## src/rtl/interval_timer_arb.sv

```systemverilog
// rtl/interval_timer_arb.sv - round-robin arbiter sequencing one shared interval counter
// Grants one requester at a time, counts 0..max_r, pulses done, then re-arbitrates.
module interval_timer_arb #(
   parameter int NREQ  = 4,
   parameter int WIDTH = 8
) (
   input  logic                  clk,
   input  logic                  rst_n,
   input  logic [NREQ-1:0]       req,
   input  logic [NREQ*WIDTH-1:0] max_val,
   input  logic                  abort,
   output logic [NREQ-1:0]       grant,
   output logic                  busy,
   output logic [WIDTH-1:0]      cnt,
   output logic [NREQ-1:0]       done
);

   localparam int PTR_W = $clog2(NREQ);

   typedef enum logic [1:0] {S_IDLE, S_LOAD, S_RUN, S_DONE} state_t;

   state_t            state_q, state_d;
   logic [NREQ-1:0]   grant_q, grant_d;
   logic [NREQ-1:0]   done_q, done_d;
   logic              busy_q, busy_d;
   logic [WIDTH-1:0]  cnt_q, cnt_d;
   logic [WIDTH-1:0]  max_q, max_d;
   logic [PTR_W-1:0]  last_q, last_d;
   logic [PTR_W-1:0]  owner_q, owner_d;

   logic [PTR_W-1:0]  win;
   logic              win_vld;
   logic              cancel;
   int                pick_idx;

   // First set request strictly after the last served requester, wrapping around.
   always_comb begin
      win      = '0;
      win_vld  = 1'b0;
      pick_idx = 0;
      for (int i = 1; i <= NREQ; i++) begin
         pick_idx = int'(last_q) + i;
         if (pick_idx >= NREQ) pick_idx = pick_idx - NREQ;
         if (!win_vld && req[pick_idx]) begin
            win_vld = 1'b1;
            win     = pick_idx[PTR_W-1:0];
         end
      end
   end

   assign cancel = abort || !req[owner_q];

   always_comb begin
      state_d = state_q;
      grant_d = grant_q;
      busy_d  = busy_q;
      cnt_d   = cnt_q;
      max_d   = max_q;
      last_d  = last_q;
      owner_d = owner_q;
      done_d  = '0;
      case (state_q)
         S_IDLE: begin
            if (win_vld) begin
               state_d      = S_LOAD;
               grant_d      = '0;
               grant_d[win] = 1'b1;
               busy_d       = 1'b1;
               cnt_d        = '0;
               max_d        = max_val[int'(win)*WIDTH +: WIDTH];
               owner_d      = win;
            end
         end
         S_LOAD, S_RUN: begin
            // Cancellation wins over a completion in the same cycle; the owner still
            // becomes last_ptr so a cancelled requester does not jump the queue.
            if (cancel) begin
               state_d = S_IDLE;
               grant_d = '0;
               busy_d  = 1'b0;
               last_d  = owner_q;
            end else if (state_q == S_LOAD) begin
               state_d = S_RUN;
            end else if (cnt_q == max_q) begin
               state_d          = S_DONE;
               done_d[owner_q]  = 1'b1;
            end else begin
               cnt_d = cnt_q + WIDTH'(1);
            end
         end
         S_DONE: begin
            state_d = S_IDLE;
            grant_d = '0;
            busy_d  = 1'b0;
            last_d  = owner_q;
         end
         default: state_d = S_IDLE;
      endcase
   end

   always_ff @(posedge clk) begin
      if (!rst_n) begin
         state_q <= S_IDLE;
         grant_q <= '0;
         busy_q  <= 1'b0;
         cnt_q   <= '0;
         done_q  <= '0;
         max_q   <= '0;
         last_q  <= PTR_W'(NREQ - 1);
         owner_q <= '0;
      end else begin
         state_q <= state_d;
         grant_q <= grant_d;
         busy_q  <= busy_d;
         cnt_q   <= cnt_d;
         done_q  <= done_d;
         max_q   <= max_d;
         last_q  <= last_d;
         owner_q <= owner_d;
      end
   end

   assign grant = grant_q;
   assign busy  = busy_q;
   assign cnt   = cnt_q;
   assign done  = done_q;

endmodule

```

## config.mk

```make
export PLATFORM = sky130hd
export DESIGN_NAME = interval_timer_arb
export DESIGN_NICKNAME = d
export VERILOG_FILES = /design/src/rtl/interval_timer_arb.sv
export SDC_FILE = /design/constraint.sdc
export NUM_CORES = 1
export LEC_CHECK = 0
export ABC_AREA = 1
export CORE_UTILIZATION = 45
export DETAILED_ROUTE_END_ITERATION = 12
export HOLD_SLACK_MARGIN = 0.03
export PLACE_DENSITY_LB_ADDON = 0.25
export SLEW_MARGIN = 15
export SYNTH_ARGS = -nofsm -noshare
export SYNTH_HDL_FRONTEND = slang
export SYNTH_SLANG_ARGS = --single-unit
```

## constraint.sdc

```tcl
create_clock -name clk -period 3.1 [get_ports clk]
set_input_delay 0.62 -clock clk [delete_from_list [all_inputs] [get_ports clk]]
set_output_delay 0.62 -clock clk [all_outputs]
set_load 0.01 [all_outputs]
```

======== Word level (Yosys, flattened, before mapping) ========
Cells that the tools add are included.
storage, ports and cells
  memories kept ........................... 0
  input port bits ......................... 39
  bits in latches ......................... 0
  flip-flop bits (word level) ............. 31
  RAM bits ................................ 0
  memory bits (read-only) ................. 0
  output and inout port bits .............. 17
cells by class
  multipliers ............................. 0
  mux-type cells .......................... 48
  eq/ne operators ......................... 10
  $add $sub $neg .......................... 9
  shift operators ......................... 1
  order comparisons ....................... 12
  reductions and logical operators ........ 20
  divide/modulo/power cells ............... 0
  bitwise operators ....................... 3
operators by type and width
  operator                                                      count
  less-than comparator 32 x 4 -> 1 bit (second input constant)  4
  two-way mux 32 bit                                            4
  two-way mux 8 bit                                             4
  indexed part select 32 x 6 -> 8 bit                           1
  two-way mux 2 bit                                             9
  two-way mux 1 bit                                             17
  case mux 8 bit (2 select lines)                               1
  case mux 4 bit (3 select lines)                               1
  subtractor 3 x 3 -> 4 bit (second input constant)             3
  binary-select mux 1 bit (select 2 bit)                        5
  != test 2 bit (second input constant)                         5
  >= comparator 3 bit (second input constant)                   3
  adder 8 x 1 -> 8 bit (second input constant)                  1
  == test 8 bit                                                 1
  two-way mux 4 bit                                             2
  AND reduction 2 bit                                           4
  adder 2 x 2 -> 3 bit (second input constant)                  2
  less-than comparator 2 x 3 -> 1 bit (second input constant)   2
  case mux 2 bit (3 select lines)                               1
  logical AND 1 bit                                             5
  AND reduction 5 bit                                           1
  OR reduction 5 bit                                            1
  subtractor 4 x 3 -> 5 bit (second input constant)             1
  adder 2 x 3 -> 4 bit (second input constant)                  1
  other kinds (15)                                              24

======== Depth between registers and ports, before layout ========
  word-level depth ........................ 22
  gate-level depth with buffers ........... 17
  mapped depth without buffers ............ 15

======== Worst setup path before layout ========
No wires, ideal clock.
  kind .................................... input-to-reg
  start ................................... input port req[3]
  end ..................................... register max_q[2]
  data required time ...................... 2.991 ns
  arrival ................................. 1.668 ns
  setup time .............................. 0.109 ns
  stages on the path ...................... 15
  setup slack ............................. 1.323 ns
  path buffers ............................ 1
  path through ............................ nand2_1 -> nand2_1 -> nand2_1 -> nand2_1 -> nor2_4 -> nand3_1 -> nand2_2 -> nand2_4 -> buf_6 -> nand2_1 -> nand2_1 -> nand2_1 -> nand3_1 -> nand2_1 -> inv_1
on the way
  cells in the longest elaborated chain, start to end .. 14
  elaborated cells between the ends (all ways) .. 28
RTL lines
  item                                                                               RTL line  text
  start: declaration                                                                 9         input logic [NREQ-1:0] req,
  binary-select mux 1 bit (select 2 bit)                                             44        if (!win_vld && req[pick_idx]) begin
  two-way mux 1 bit (implied by the code) (2 in series)                              44
  two-way mux 1 bit                                                                  44
  zero test 1 bit                                                                    44
  logical AND 1 bit                                                                  44
  two-way mux 1 bit                                                                  44
  zero test 1 bit                                                                    44
  logical AND 1 bit                                                                  44
  two-way mux 1 bit                                                                  44
  zero test 1 bit                                                                    44
  logical AND 1 bit                                                                  44
  two-way mux 2 bit / two-way mux 1 bit (equally long branches)                      44
  indexed part select 32 x 6 -> 8 bit / AND reduction 2 bit (equally long branches)  --
  end signal: assignment                                                             117       max_q <= max_d;
  end: declaration                                                                   27        logic [WIDTH-1:0] max_q, max_d;
Several ways; a longest one is shown, not always the timed one. The select of a mux whose other input is x is not followed.
A chain may end at the register's enable or synchronous reset.

======== Worst setup path in the final report ========
  start ................................... input port req[0]
  end ..................................... register max_q[0]
The elaborated chain is that of the path after synthesis.

==> reports/qor.yml <==
run_status:
  outcome: "finished, final reports clean"
cells_and_area:
  fill_cells: 426
  stdcell_count: 428
  diodes: 0
  multi_input_area_um2: 1220
  syn_to_final_growth_pct: 30.7
  ff_latch_area_um2: 621
  nets: 419
  drive_above_1_share_pct: 7.71
synth:
  muxShareOfSynthArea_pct: 0
  synth_top_family_by_area: "simple AND/OR/NAND/NOR gates"
  avgSynthCellArea_um2: 6.40
  synth_fa_ha_area_share_pct: 2.43
  synth_area_leaders: "dfxtp_1 (30%), nand2_1 (17%), nand3_1 (10%)"
  syn_nets: 365
  ys_types: 28
  ys.flop_type: "dfxtp_1"
  postSynth.asyncResetShare_pct: 0
  yosysMostFrequentCell: "nand2_1"
  syn_inst: 322
  yosysTopAreaCell: "dfxtp_1"
  ys_warn_count: 0
  seq_area_frac_synth_pct: 30.1
  synth_top_area_share_pct: 30.1
  synthTopCellsByCount: "nand2_1 (95), nand3_1 (43), dfxtp_1 (31), inv_1 (31), nor2_1 (28)"
  synth_simple_gate_area_share_pct: 44.2
  synth_compound_area_share_pct: 8.51
  synth_seq_cells: 31
  synth_area_um2: 2060
  synth_xor_area_share_pct: 4.25
  synth_edf_count: 0
timing:
  period_share_pct: 75.6
  hold_viol_final: 0
  worst_hold_slack_ns: 0.474
  min_period_ns: 2.34
  slew_viol_final: 0
  relSlewSlack_pct: 70.2
  worst_slew_pin_slew_ns: 0.446
  fin_ws_ns: 0.756
  clock_skew_ns: 0.00705
  tns_ns: 0
  clock.fmax_mhz: 427
  finalSetupViolCount: 0
  rsz0062_at_grt: "no"
drt:
  dr.pass1.iters: 4
  postRouteAntennaNets: 0
  routed_via_density: 5.06
  drtIter0Drc: 116
  routed_wl_um: 4810
  vias: 2166
  remaining_drc_errors: 0
  wl_per_cell_um: 11.2
critical_path:
  worstPathArrival_ns: 2.52
  worst_r2r_path_depth: 13
  r2r-end: "max_q[0]"
  critical_path.max_stage_delay_ns: 0.53
  crit_path_max_fanout: 22
  crit_top_cell: "nor2_1"
  cp.required_ns: 3.27
  r2r_slack_ns: 0.97
  worstPathCellList: "clkdlybuf4s50_1 -> nand2_1 -> nand2_1 -> nand2_2 -> nand2_2 -> nor2_1 -> nor2_1 -> nand2_2 -> nand2_4 -> inv_1 -> nand3_1 -> nand3_1 -> nor2_1 -> nor2_1"
  cp-end-kind: "register"
  worstSetupPathType: "in2reg"
  crit_path_top_delay_cell: "clkdlybuf4s50_1"
  worst_setup_path_start_kind: "input port"
  reg2reg_from: "last_q[0]"
floorplan:
  fp.coreArea_um2: 4380
  ioPinCount: 56
  die_area_um2: 4850
  die_w_um: 69.7
  die_h_um: 69.7
  start_util_pct: 47.0
  rows: 24
clock_network:
  cts_buffers: 5
  postCtsHoldBufs: 0
  clkLatencyLatePin_ns: 0.28
  cts_resized: 0
  clk_pin_slew_ns: 0.07
  h-tree-depth: 2
  cts_buffer_depth: 2
  cts_tree: "done"
  cts_root_buffer: "clkbuf_8"
  cts.sinks: 31
  cts_setup_buffers: 0
global_route:
  grt-ovfl-total: 0
  grt_pass1_wl_um: 8090
  grt_max_degree: 23
  gr-usage-all-layers_pct: 20.1
  grt_pass1_vias: 1888
  antenna_found_initial: 0
place:
  dp_hpwl_um: 3650
  globalplace.congestion: 0.952
  dp.cells: 421
  port_buffers: 55
  pre_cts_slack_ns: 0.495
hold_path:
  worst_hold_startpoint: "busy"
  hold_depth: 2
  hold_class: "reg2reg"
  worstHoldEndpoint: "busy"
run:
  maxCapViolCount: 0
power_and_ir_drop:
  ir_worst_vdd_v: 0.000619
  leakage_nw: 1.17
  power_density_nw_per_um2: 898
-- sequential cells by signal (all words and copies together), names as in the netlist --
signal   flops
cnt          8
max_q        8
done         4
grant        4
last_q       2
owner_q      2
state_q      2
busy         1
-- worst max path at each step --
stage,to,start,slack [ns]
6_report,max_q[0],req[0],0.76
5_1_grt,max_q[3],req[0],0.56
4_1_cts,max_q[0],req[0],0.78
3_5_place_dp,max_q[0],req[0],0.49
3_3_place_gp,max_q[0],req[0],0.54
2_1_floorplan,max_q[2],req[3],1.32
-- final cells by class --
type                    instances  area share [%]
clock buffers                   6            3.07
multi-input cells             246            45.4
repair buffers                 56            20.7
flip-flops and latches         31            23.1
clock inverters                 1           0.186
inverters                      36            5.11
well taps                      52            2.42
-- cells in the final DEF, fill, tap and decap left out --
cell type	count
nand3b_1	1
clkbuf_8	6
a21oi_1	17
xor2_1	5
nand2_1	95
nor2_4	4
nor3_1	7
o21ai_1	8
xnor2_1	5
o21ai_0	4
clkdlybuf4s50_1	55
inv_2	3
nand3_1	43
a21boi_1	1
nor2_2	2
nand4_1	8
o211ai_1	2
clkinv_1	1
a211oi_1	1
buf_4	1
nand3_2	1
inv_1	31
nand2_2	8
clkinv_2	1
nand2_4	2
inv_4	1
dfxtp_1	31
ha_1	4
nor2_1	28
-- worst max-delay path: cells and delay by family --
kind / cells / cell delay, ns
buffers and inverters: 2 / 0.68
and+or+nand+nor: 12 / 1.22
-- cells by family after synthesis --
logic type | count (synthesis)
AO/OA/AOI/OAI | 33
XOR/XNOR | 10
adder cells (fa/ha/maj) | 4
buffers and inverters | 45
flip-flops | 31
AND/OR/NAND/NOR | 199
-- power breakdown --
group	switching, mW	internal [mW]	leakage, nW
logic	0.970	0.530	0.868
registers	0.0980	0.500	0.254
clock network	0.144	0.174	0.0470
total	1.21	1.20	1.17
-- per-stage QoR --
step | instance area, um2 | utilization, % | power (mW)
5_1_grt | 2690 | 61.4 | 2.64
2_1_floorplan | 2060 | - | 1.88
3_5_place_dp | 2600 | 59.4 | 2.10
3_3_place_gp | 2600 | 59.4 | 2.08
6_report | 2690 | 61.4 | 2.42
4_1_cts | 2690 | 61.4 | 2.42
-- layer usage --
metal	GRT usage [%]	wire, um	up-vias
met5	0	0	-
met4	4.89	52	0
met3	4.94	225	8
met2	31.6	2130	62
met1	27.8	2400	949
li1	-	-	1147
No activity file was read; power rests on OpenSTA's default activity.
